--- src/rtl/regfile_dump_unit.sv ---
// Register-file dump engine: stalls the core, walks every architectural register
// through the debug read port and streams (index, value) pairs over valid/ready.
module regfile_dump_unit #(
    parameter int NUM_REGS = 32,
    parameter int ADDR_W   = 5,
    parameter int DATA_W   = 32
) (
    input  logic              clk,
    input  logic              reset,
    input  logic              start,
    output logic              busy,
    output logic              done,
    output logic              core_hold,
    output logic [ADDR_W-1:0] rf_raddr,
    input  logic [DATA_W-1:0] rf_rdata,
    output logic              dump_valid,
    input  logic              dump_ready,
    output logic [ADDR_W-1:0] dump_index,
    output logic [DATA_W-1:0] dump_data
);

    typedef enum logic [1:0] {
        IDLE  = 2'd0,
        ISSUE = 2'd1,
        SEND  = 2'd2,
        DONE  = 2'd3
    } state_t;

    localparam logic [ADDR_W-1:0] LAST_IDX = ADDR_W'(NUM_REGS - 1);

    state_t            state_reg;
    logic [ADDR_W-1:0] idx_reg;
    logic              addr_ok_reg;
    logic              busy_reg;
    logic              done_reg;
    logic [ADDR_W-1:0] raddr_reg;
    logic              valid_reg;
    logic [ADDR_W-1:0] index_reg;
    logic [DATA_W-1:0] data_reg;

    // rf_raddr is registered, so the first word of a dump needs one extra ISSUE
    // cycle for the address to settle; later words get their address at handshake.
    always_ff @(posedge clk) begin
        if (reset) begin
            state_reg   <= IDLE;
            idx_reg     <= '0;
            addr_ok_reg <= 1'b0;
            busy_reg    <= 1'b0;
            done_reg    <= 1'b0;
            raddr_reg   <= '0;
            valid_reg   <= 1'b0;
            index_reg   <= '0;
            data_reg    <= '0;
        end else begin
            done_reg <= 1'b0;
            case (state_reg)
                IDLE: begin
                    if (start) begin
                        state_reg   <= ISSUE;
                        idx_reg     <= '0;
                        addr_ok_reg <= 1'b0;
                        busy_reg    <= 1'b1;
                    end
                end
                ISSUE: begin
                    if (!addr_ok_reg) begin
                        raddr_reg   <= idx_reg;
                        addr_ok_reg <= 1'b1;
                    end else begin
                        data_reg  <= rf_rdata;
                        index_reg <= idx_reg;
                        valid_reg <= 1'b1;
                        state_reg <= SEND;
                    end
                end
                SEND: begin
                    if (dump_ready) begin
                        valid_reg <= 1'b0;
                        if (idx_reg == LAST_IDX) begin
                            state_reg <= DONE;
                            done_reg  <= 1'b1;
                        end else begin
                            idx_reg   <= idx_reg + 1'b1;
                            raddr_reg <= idx_reg + 1'b1;
                            state_reg <= ISSUE;
                        end
                    end
                end
                DONE: begin
                    state_reg <= IDLE;
                    busy_reg  <= 1'b0;
                end
                default: begin
                    state_reg <= IDLE;
                    busy_reg  <= 1'b0;
                    valid_reg <= 1'b0;
                end
            endcase
        end
    end

    assign busy       = busy_reg;
    assign core_hold  = busy_reg;
    assign done       = done_reg;
    assign rf_raddr   = raddr_reg;
    assign dump_valid = valid_reg;
    assign dump_index = index_reg;
    assign dump_data  = data_reg;

endmodule
--- config.mk ---
export PLATFORM = sky130hd
export DESIGN_NAME = regfile_dump_unit
export DESIGN_NICKNAME = d
export VERILOG_FILES = /design/src/rtl/regfile_dump_unit.sv
export SDC_FILE = /design/constraint.sdc
export NUM_CORES = 1
export LEC_CHECK = 0
export CELL_PAD_IN_SITES_DETAIL_PLACEMENT = 0
export CELL_PAD_IN_SITES_GLOBAL_PLACEMENT = 1
export CORE_UTILIZATION = 30
export DETAILED_ROUTE_END_ITERATION = 7
export GPL_ROUTABILITY_DRIVEN = 0
export PLACE_DENSITY = 0.88
export SETUP_SLACK_MARGIN = 0.2
export SLEW_MARGIN = 20
export SYNTH_ARGS = -nofsm -noshare
export SYNTH_HDL_FRONTEND = slang
export SYNTH_SLANG_ARGS = --single-unit
--- constraint.sdc ---
create_clock -name clk -period 2.2 [get_ports clk]
set_input_delay 0.44 -clock clk [delete_from_list [all_inputs] [get_ports clk]]
set_output_delay 0.44 -clock clk [all_outputs]
set_load 0.01 [all_outputs]
# Yosys cells after proc, flatten, opt, wreduce, memory -nomap -nowiden
# Cells that the tools add are included.
totals:
  rom_bits: 0
  input_bits: 36
  reg_bits: 53
  elab_cells: 53
  ram_bits: 0
  latch_bits: 0
  output_inout_bits: 46
  n_memories: 0
classes:
  shift: 0
  eq_ne: 9
  div_mod_pow: 0
  multipliers: 0
  muxes: 19
  n_lt_le_gt_ge: 0
  bitwise: 2
  n_reduce_logical: 13
  addsub: 1
ops:
  columns: ["cell", "n"]
  rows:
  - ["5-bit two-way mux", 4]
  - ["5-bit case mux with 2 select lines", 2]
  - ["2-bit inequality test (second input constant)", 5]
  - ["2-bit two-way mux", 4]
  - ["2-bit case mux with 4 select lines", 1]
  - ["4-bit AND reduction", 2]
  - ["2-bit nonzero test", 4]
  - ["1-bit case mux with 2 select lines", 3]
  - ["2-bit AND reduction", 3]
  - ["3-bit AND reduction", 2]
  - ["5-bit by 1-bit adder with 5-bit output (second input constant)", 1]
  - ["5-bit equality test (second input constant)", 1]
  - ["1-bit two-way mux", 5]
  - ["2-bit equality test (second input constant)", 2]
  - ["3-bit OR reduction", 1]
  - ["2-bit by 1-bit equality test with 1-bit output (second input constant)", 1]
  - ["2-bit logical NOT", 1]
  - ["1-bit inverter", 2]

# Depth between registers and ports, before layout
# Gate-level depths: netlist of run 1.
logic_depth:
  ltp_word: 4
  depth_mapped: 7
  depth_no_buf: 6

# Worst setup path before layout of run 1
# OpenSTA, ideal clock, no wires.
synth_timing:
  path_kind: "register to register"
  start: "reg idx_reg[0]"
  end: "reg idx_reg[3]"
  t_required_ps: 2109
  setup_ps: 91
  stages_incl_launch_ff: 8
  path_buffers: 1
  path_slack_ps: 464
  period_less_slack_ps: 1736
  t_arrival_ps: 1645
  path_cell_list: "dfxtp_1 ha_1 and3_1 ha_1 and4bb_1 buf_4 a41oi_1 a311oi_1"
synth_between:
  elab_chain_cells: 4
  word_cells_on_any_way: 7
  cone_classes: "1 x add/sub; 2 x eq/ne; 3 x mux; 1 x reduce/logical"
synth_lines:
  columns: ["element", "line_no", "source"]
  rows:
  - ["from (decl)", "32", "logic [ADDR_W-1:0] idx_reg;"]
  - ["from (signal assigned)", "83", "idx_reg <= idx_reg + 1'b1;"]
  - ["5-bit by 1-bit adder with 5-bit output", "83", null]
  - ["5-bit two-way mux", "79", "if (idx_reg == LAST_IDX) begin"]
  - ["5-bit two-way mux", "77", "if (dump_ready) begin"]
  - ["5-bit case mux with 2 select lines", "56", "case (state_reg)"]
# Several ways; a longest one is shown, not always the timed one. The select of a mux whose other input is x is not followed.
# A chain may end at the register's enable or synchronous reset.

# Final worst setup path of run 1
layout_timing:
  start: "reg idx_reg[1]"
  end: "reg idx_reg[0]"
layout_between:
  elab_chain_cells: 3
layout_lines:
  columns: ["element", "line_no"]
  rows:
  - ["5-bit equality test", "79"]
  - ["2-bit inequality test (no line)", null]
  - ["4-bit AND reduction (no line)", null]
# Every way passes these cells.

==> results of run 1 <==
[metal layers]
layer | track usage, % | routed length, microns | share of wire (%) | vias to the layer above
li1 | - | - | - | 988
met1 | 18.1 | 2280 | 45 | 893
met2 | 23.8 | 2350 | 46 | 68
met3 | 4.86 | 425 | 8.3 | 7
met4 | 4.09 | 54 | 1.1 | 0
met5 | 0 | 0 | 0 | -
[power by group through the flow]
stage	clock network, mW	logic (mW)	registers (mW)
6_report	0.579	0.239	1.02
5_1_grt	0.647	0.261	1.02
4_1_cts	0.608	0.239	1.01
3_5_place_dp	0	0.237	1.04
3_3_place_gp	0	0.234	1.04
2_1_floorplan	0	0.0994	1.04
[Yosys cell counts]
cell type,instances
nor3b_4,1
nor3_1,5
or3b_1,1
buf_2,5
inv_1,4
o21ai_0,3
ha_1,3
clkbuf_2,1
nor2_1,1
nand3b_1,3
nand3_1,6
a311oi_1,5
a41oi_1,1
nor3b_1,1
a211oi_1,2
a21oi_1,46
dfxtp_1,53
nand2_1,82
a21bo_1,1
or3_1,1
and3_1,1
buf_6,3
xor2_1,1
buf_4,3
a21o_1,1
o21ai_2,1
and4bb_1,1
nand4bb_2,1
and3b_1,1
clkbuf_1,7
nand2b_1,5
[layout make-up]
cell class / count / area (sq um) / share of cell area [%]
Clock inverter: 1 / 5.00 / 0.165
Tap cell: 77 / 96.3 / 3.18
Sequential cell: 53 / 1060 / 35.0
Multi-Input combinational cell: 175 / 915 / 30.2
Timing Repair Buffer: 86 / 843 / 27.8
Inverter: 4 / 15.0 / 0.495
Clock buffer: 7 / 96.3 / 3.18
[critical path, cell delays in order (launching register included)]
cell	delay [ps]
dfxtp_1	370
ha_1	240
and3_1	200
ha_1	220
nand4bb_2	380
a21bo_1	250
a21oi_1	120
[path summary, 6_finish.rpt]
path | end | start | cells past startpoint | slack [ps]
max | idx_reg[0] | idx_reg[1] | 6 | 350
min | dump_data[28] | dump_data[28] | 2 | 460
max reg2reg | idx_reg[0] | idx_reg[1] | 6 | 350
min reg2reg | dump_data[28] | dump_data[28] | 2 | 460
[logic make-up after synthesis]
family | Yosys count | synth area share, %
flops | 53 | 51.0
xor+xnor | 1 | 0.421
simple gates | 110 | 24.3
fa+ha+maj | 3 | 1.81
buf+inv | 23 | 6.14
compound gates | 60 | 16.3
[timing repair]
action	CTS	global route
pin swaps	0	1
endpoints found under the setup margin	1	7
resized for setup	1	3
cloned	0	1
buffers inserted	0	0
[stage by stage]
step | instances | hold slack [ps] | utilization, % | area (sq um) | total power [mW]
final | 403 | 456 | 46.4 | 3030 | 1.83
after floorplan | 250 | 462 | - | 2080 | 1.14
after global placement | 394 | 441 | 44.5 | 2910 | 1.27
after global routing | 403 | 478 | 46.4 | 3030 | 1.93
after detailed placement | 394 | 446 | 44.5 | 2910 | 1.27
after CTS | 402 | 459 | 46.1 | 3010 | 1.86
==> metrics.txt, run 1 <==
power per cell area 605 nW/um^2; initial antenna violation count 0; Critical Path AT 2070 ps; Max Cap Viol 0; combinational power share 13.0%; Clock Tree Root clkbuf_8; diode count 0; Max IR drop VDD 352 uV; Die W 85.3 microns; Sink Count 53; switching share of total power 23.0%; outcome completed; Synth Cell Area 2080 sq um; DRC viols 0; worst-path fanout max 6; most frequent cells in the layout 82 x nand2_1, 80 x clkdlybuf4s50_1, 52 x dfxtp_1, 46 x a21oi_1, 7 x clkbuf_8; core area 6530 sq um; CP Launch Type flip-flop; initial cell density of the core 31.8%; Sw Pwr 0.421 mW; clock skew 5.25 ps; via count 1,956; vias in the first global route 1,825; Clk Latency, worst-skew pair 300 ps; Max-Slew Margin vs Limit 54.1%; RSZ-0062 raised after global routing false; commonest non-fill, non-tap cell in the layout nand2_1; die span in y 85.3 microns; Lkg Pwr 1.03 nW; setup TNS 0 ps; pre-CTS WS 189 ps; register bit total from synthesis 53; Routed wire per std cell 12.7 microns; clock transition at the registers of the reported paths 90 ps; GR Overflow Total 0; Detailed Place HPWL 3540 microns; Hold WC Path Type reg -> reg; DRT antenna net count 0; Int Pwr 1.41 mW; Synth top area share 51.0%; global-route wire length before repair 8430 microns; CP required 2420 ps; Seq pwr share 55.4%; leading area contributor after synthesis dfxtp_1; most area-consuming cells after synthesis dfxtp_1 51%, nand2_1 15%, a21oi_1 11%; Layout area overhead 45.8%; Clk pwr share 31.6%; crit path capture type flip-flop; warning count from the yosys run 0; Slew @ Worst Pin 689 ps; f_max 0.539 GHz; Die ar. 7270 sq um; layout cells sized above 1 6.13%; worst setup margin 346 ps; clock buffer depth 2; Pins Over Slew Limit 0; final worst path period share 84.3%; Largest register FFs 32; CTS tree done; Crit Path Class reg -> reg; Post-Syn Instances 250; Tot GR Track Use 14.5%; Total Wirelength 5100 microns; Hold Violations, Final 0; Synth cell types 31; TritonCTS Buffers 5; Iteration-0 DRC Markers 52; largest net degree at the start of global routing 37; # setup viols final 0; number of vias per cell 4.85; I/O Buffers 81; H-tree depth 2; Filler cells 658; FP Rows 29; Final Critical Period 1850 ps; Synth Net Count 289; sequential area share after synthesis 51.0%; I/O Pins 82; syn avg cell area 8.32 sq um; hold_buf cts 0; First-pass DRT Iterations 4; fin nets 364
No activity file was read; power rests on OpenSTA's default activity.
==> run 2, diff against run 1 <==
clock period = 1.8 ns   (was 2.2 ns; I/O delays follow)
==> run 2 against run 1 <==
Largest cell class unchanged. Critical endpoint is now rf_raddr[4]. Die area stayed put. Sequential power up 22%. Highest routed layer unchanged. Final cell count up 2.5%.
==> metrics.txt, run 2 (same netlist as run 1, synthesis figures left out) <==
fin nets 374 (was 364); clock skew 10.6 ps (was 5.25 ps); R2R Path Start idx_reg[1] (unchanged); DRC viols 0 (unchanged); CP dominant cell by count ha_4 (was ha_1); Clk Latency, worst-skew pair 310 ps (was 300 ps); die span in y 85.3 microns (unchanged); CTS tree done (unchanged); vias in the first global route 1,826 (was 1,825); f_max 0.635 GHz (was 0.539 GHz); number of vias per cell 4.72 (was 4.85); DRT antenna net count 0 (unchanged); Seq pwr share 56.6% (was 55.4%); Die ar. 7270 sq um (unchanged); Max-Slew Margin vs Limit 76.3% (was 54.1%); Slew @ Worst Pin 355 ps (was 689 ps); Finished Layout Cells 413 (was 403); Clock Tree Root clkbuf_8 (unchanged); Layout area overhead 54.0% (was 45.8%); Top delay family on crit path simple AND/OR/NAND/NOR gates (unchanged); H-tree depth 2 (unchanged); initial antenna violation count 0 (unchanged); Total Wirelength 5280 microns (was 5100 microns); layout cells sized above 1 11.3% (was 6.13%); GR Overflow Total 0 (unchanged); Die W 85.3 microns (unchanged); TritonCTS Buffers 5 (unchanged); Lkg Pwr 1.29 nW (was 1.03 nW); Detailed Place HPWL 3520 microns (was 3540 microns); initial cell density of the core 31.8% (unchanged); Routed wire per std cell 12.8 microns (was 12.7 microns); I/O Buffers 81 (unchanged); Critical Path Start idx_reg[1] (unchanged); Hold Violations, Final 0 (unchanged); RSZ-0062 raised after global routing true (was false); worst path bufs/invs 0 (unchanged); core area 6530 sq um (unchanged); pre-CTS WS -15.6 ps (was 189 ps); combinational power share 13.7% (was 13.0%); diode count 0 (unchanged); Int Pwr 1.65 mW (was 1.41 mW); worst setup margin 225 ps (was 346 ps); power per cell area 684 nW/um^2 (was 605 nW/um^2); Crit Path Class reg -> reg (unchanged); most frequent cells in the layout 82 x nand2_1, 68 x clkdlybuf4s50_1, 49 x dfxtp_1, 46 x a21oi_1, 13 x buf_4 (was 82 x nand2_1, 80 x clkdlybuf4s50_1, 52 x dfxtp_1, 46 x a21oi_1, 7 x clkbuf_8); critical path, cell by cell ha_4 > and3_4 > ha_4 > and4bb_4 > nor3_2 > a311oi_2 (was ha_1 > and3_1 > ha_1 > nand4bb_2 > a21bo_1 > a21oi_1); Largest register FFs 32 (unchanged); I/O Pins 82 (unchanged); First-pass DRT Iterations 4 (unchanged); hold_sp dump_data[30] (was dump_data[28]); Iteration-0 DRC Markers 46 (was 52); largest net degree at the start of global routing 54 (was 37); Max Cap Viol 0 (unchanged); clock buffer depth 2 (unchanged); slowest CP cell dfxtp_4 (was nand4bb_2); global-route wire length before repair 8440 microns (was 8430 microns); Placed Cells 399 (was 394); Sw Pwr 0.536 mW (was 0.421 mW); commonest non-fill, non-tap cell in the layout nand2_1 (unchanged); Critical Path AT 1800 ps (was 2070 ps); Final Critical Period 1570 ps (was 1850 ps); Pins Over Slew Limit 0 (unchanged); Clk pwr share 29.7% (was 31.6%); Sink Count 53 (unchanged); clock transition at the registers of the reported paths 100 ps (was 90 ps); CP required 2020 ps (was 2420 ps); crit path capture type flip-flop (unchanged); switching share of total power 24.5% (was 23.0%); Max IR drop VDD 410 uV (was 352 uV); Worst R2R Setup Slack 230 ps (was 350 ps); outcome completed (unchanged); CP Launch Type flip-flop (unchanged); worst-path fanout max 5 (was 6); # setup viols final 0 (unchanged); FP Rows 29 (unchanged); Tot GR Track Use 14.5% (about the same); final worst path period share 87.5% (was 84.3%); via count 1,950 (was 1,956); Tot Pwr 2.19 mW (was 1.83 mW); Hold WC Path Type reg -> reg (unchanged); crit-path max cell delay 360 ps (was 380 ps)
run 2: cell count changes in the layout (fill, tap and decap cells not counted), moves of 3 or more:
cell	delta
dlymetal6s2s_1	+12
buf_4	+8
dfxtp_1	-3
clkdlybuf4s50_1	-12
run 2: worst paths after layout:
check                  end  cells after the start
min          dump_data[30]                      2
max reg2reg    rf_raddr[4]                      6
min reg2reg  dump_data[30]                      2
max            rf_raddr[4]                      6
run 2: repair_timing:
item | 4_1_cts | 5_1_grt
setup endpoints to repair | 12 | 21
hold buffers | 0 | 0
cloned | 1 | 0
buffers inserted | 3 | 2
gates resized for setup | 7 | 18
pin swaps | 7 | 6
run 2: per-stage QoR:
step	util (%)	cell area (sq um)	hold WS [ps]	setup TNS (ps)
6_report	49.0	3200	454	0
3_3_place_gp	45.5	2970	441	0
3_5_place_dp	45.5	2970	446	-16.2
5_1_grt	49.0	3200	474	0
4_1_cts	47.8	3120	459	0
2_1_floorplan	-	2100	465	0
run 2: area by class of cell:
| cell class | instances | area [sq um] |
|---|---|---|
| Timing Repair Buffer | 96 | 965 |
| Multi-Input combinational cell | 175 | 975 |
| Clock buffer | 6 | 72.6 |
| Inverter | 4 | 15.0 |
| Clock inverter | 2 | 10.0 |
| Sequential cell | 53 | 1070 |
| Fill cell | 610 | 3330 |
| Tap cell | 77 | 96.3 |
run 2: power by group through the flow:
stage | registers [mW] | clock network (mW) | logic, mW
3_5_place_dp | 1.27 | 0 | 0.296
3_3_place_gp | 1.26 | 0 | 0.293
2_1_floorplan | 1.27 | 0 | 0.122
5_1_grt | 1.24 | 0.729 | 0.327
4_1_cts | 1.24 | 0.678 | 0.300
6_report | 1.24 | 0.651 | 0.301
run 2: per-layer routing:
| metal | track usage [%] | routed length, microns | part of all wire [%] |
|---|---|---|---|
| met2 | 23.9 | 2510 | 47 |
| met4 | 3.33 | 23 | 0.44 |
| met5 | 0 | 0 | 0 |
| met3 | 5.74 | 318 | 6.0 |
| met1 | 18.0 | 2430 | 46 |
run 2: worst register-to-register path, delay by kind of cell (launching register included):
kind	cells	cell delay [ps]
and+or+nand+nor	3	580
DFF	1	360
adders and majority gates	2	310
AOI/OAI and AO/OA	1	240
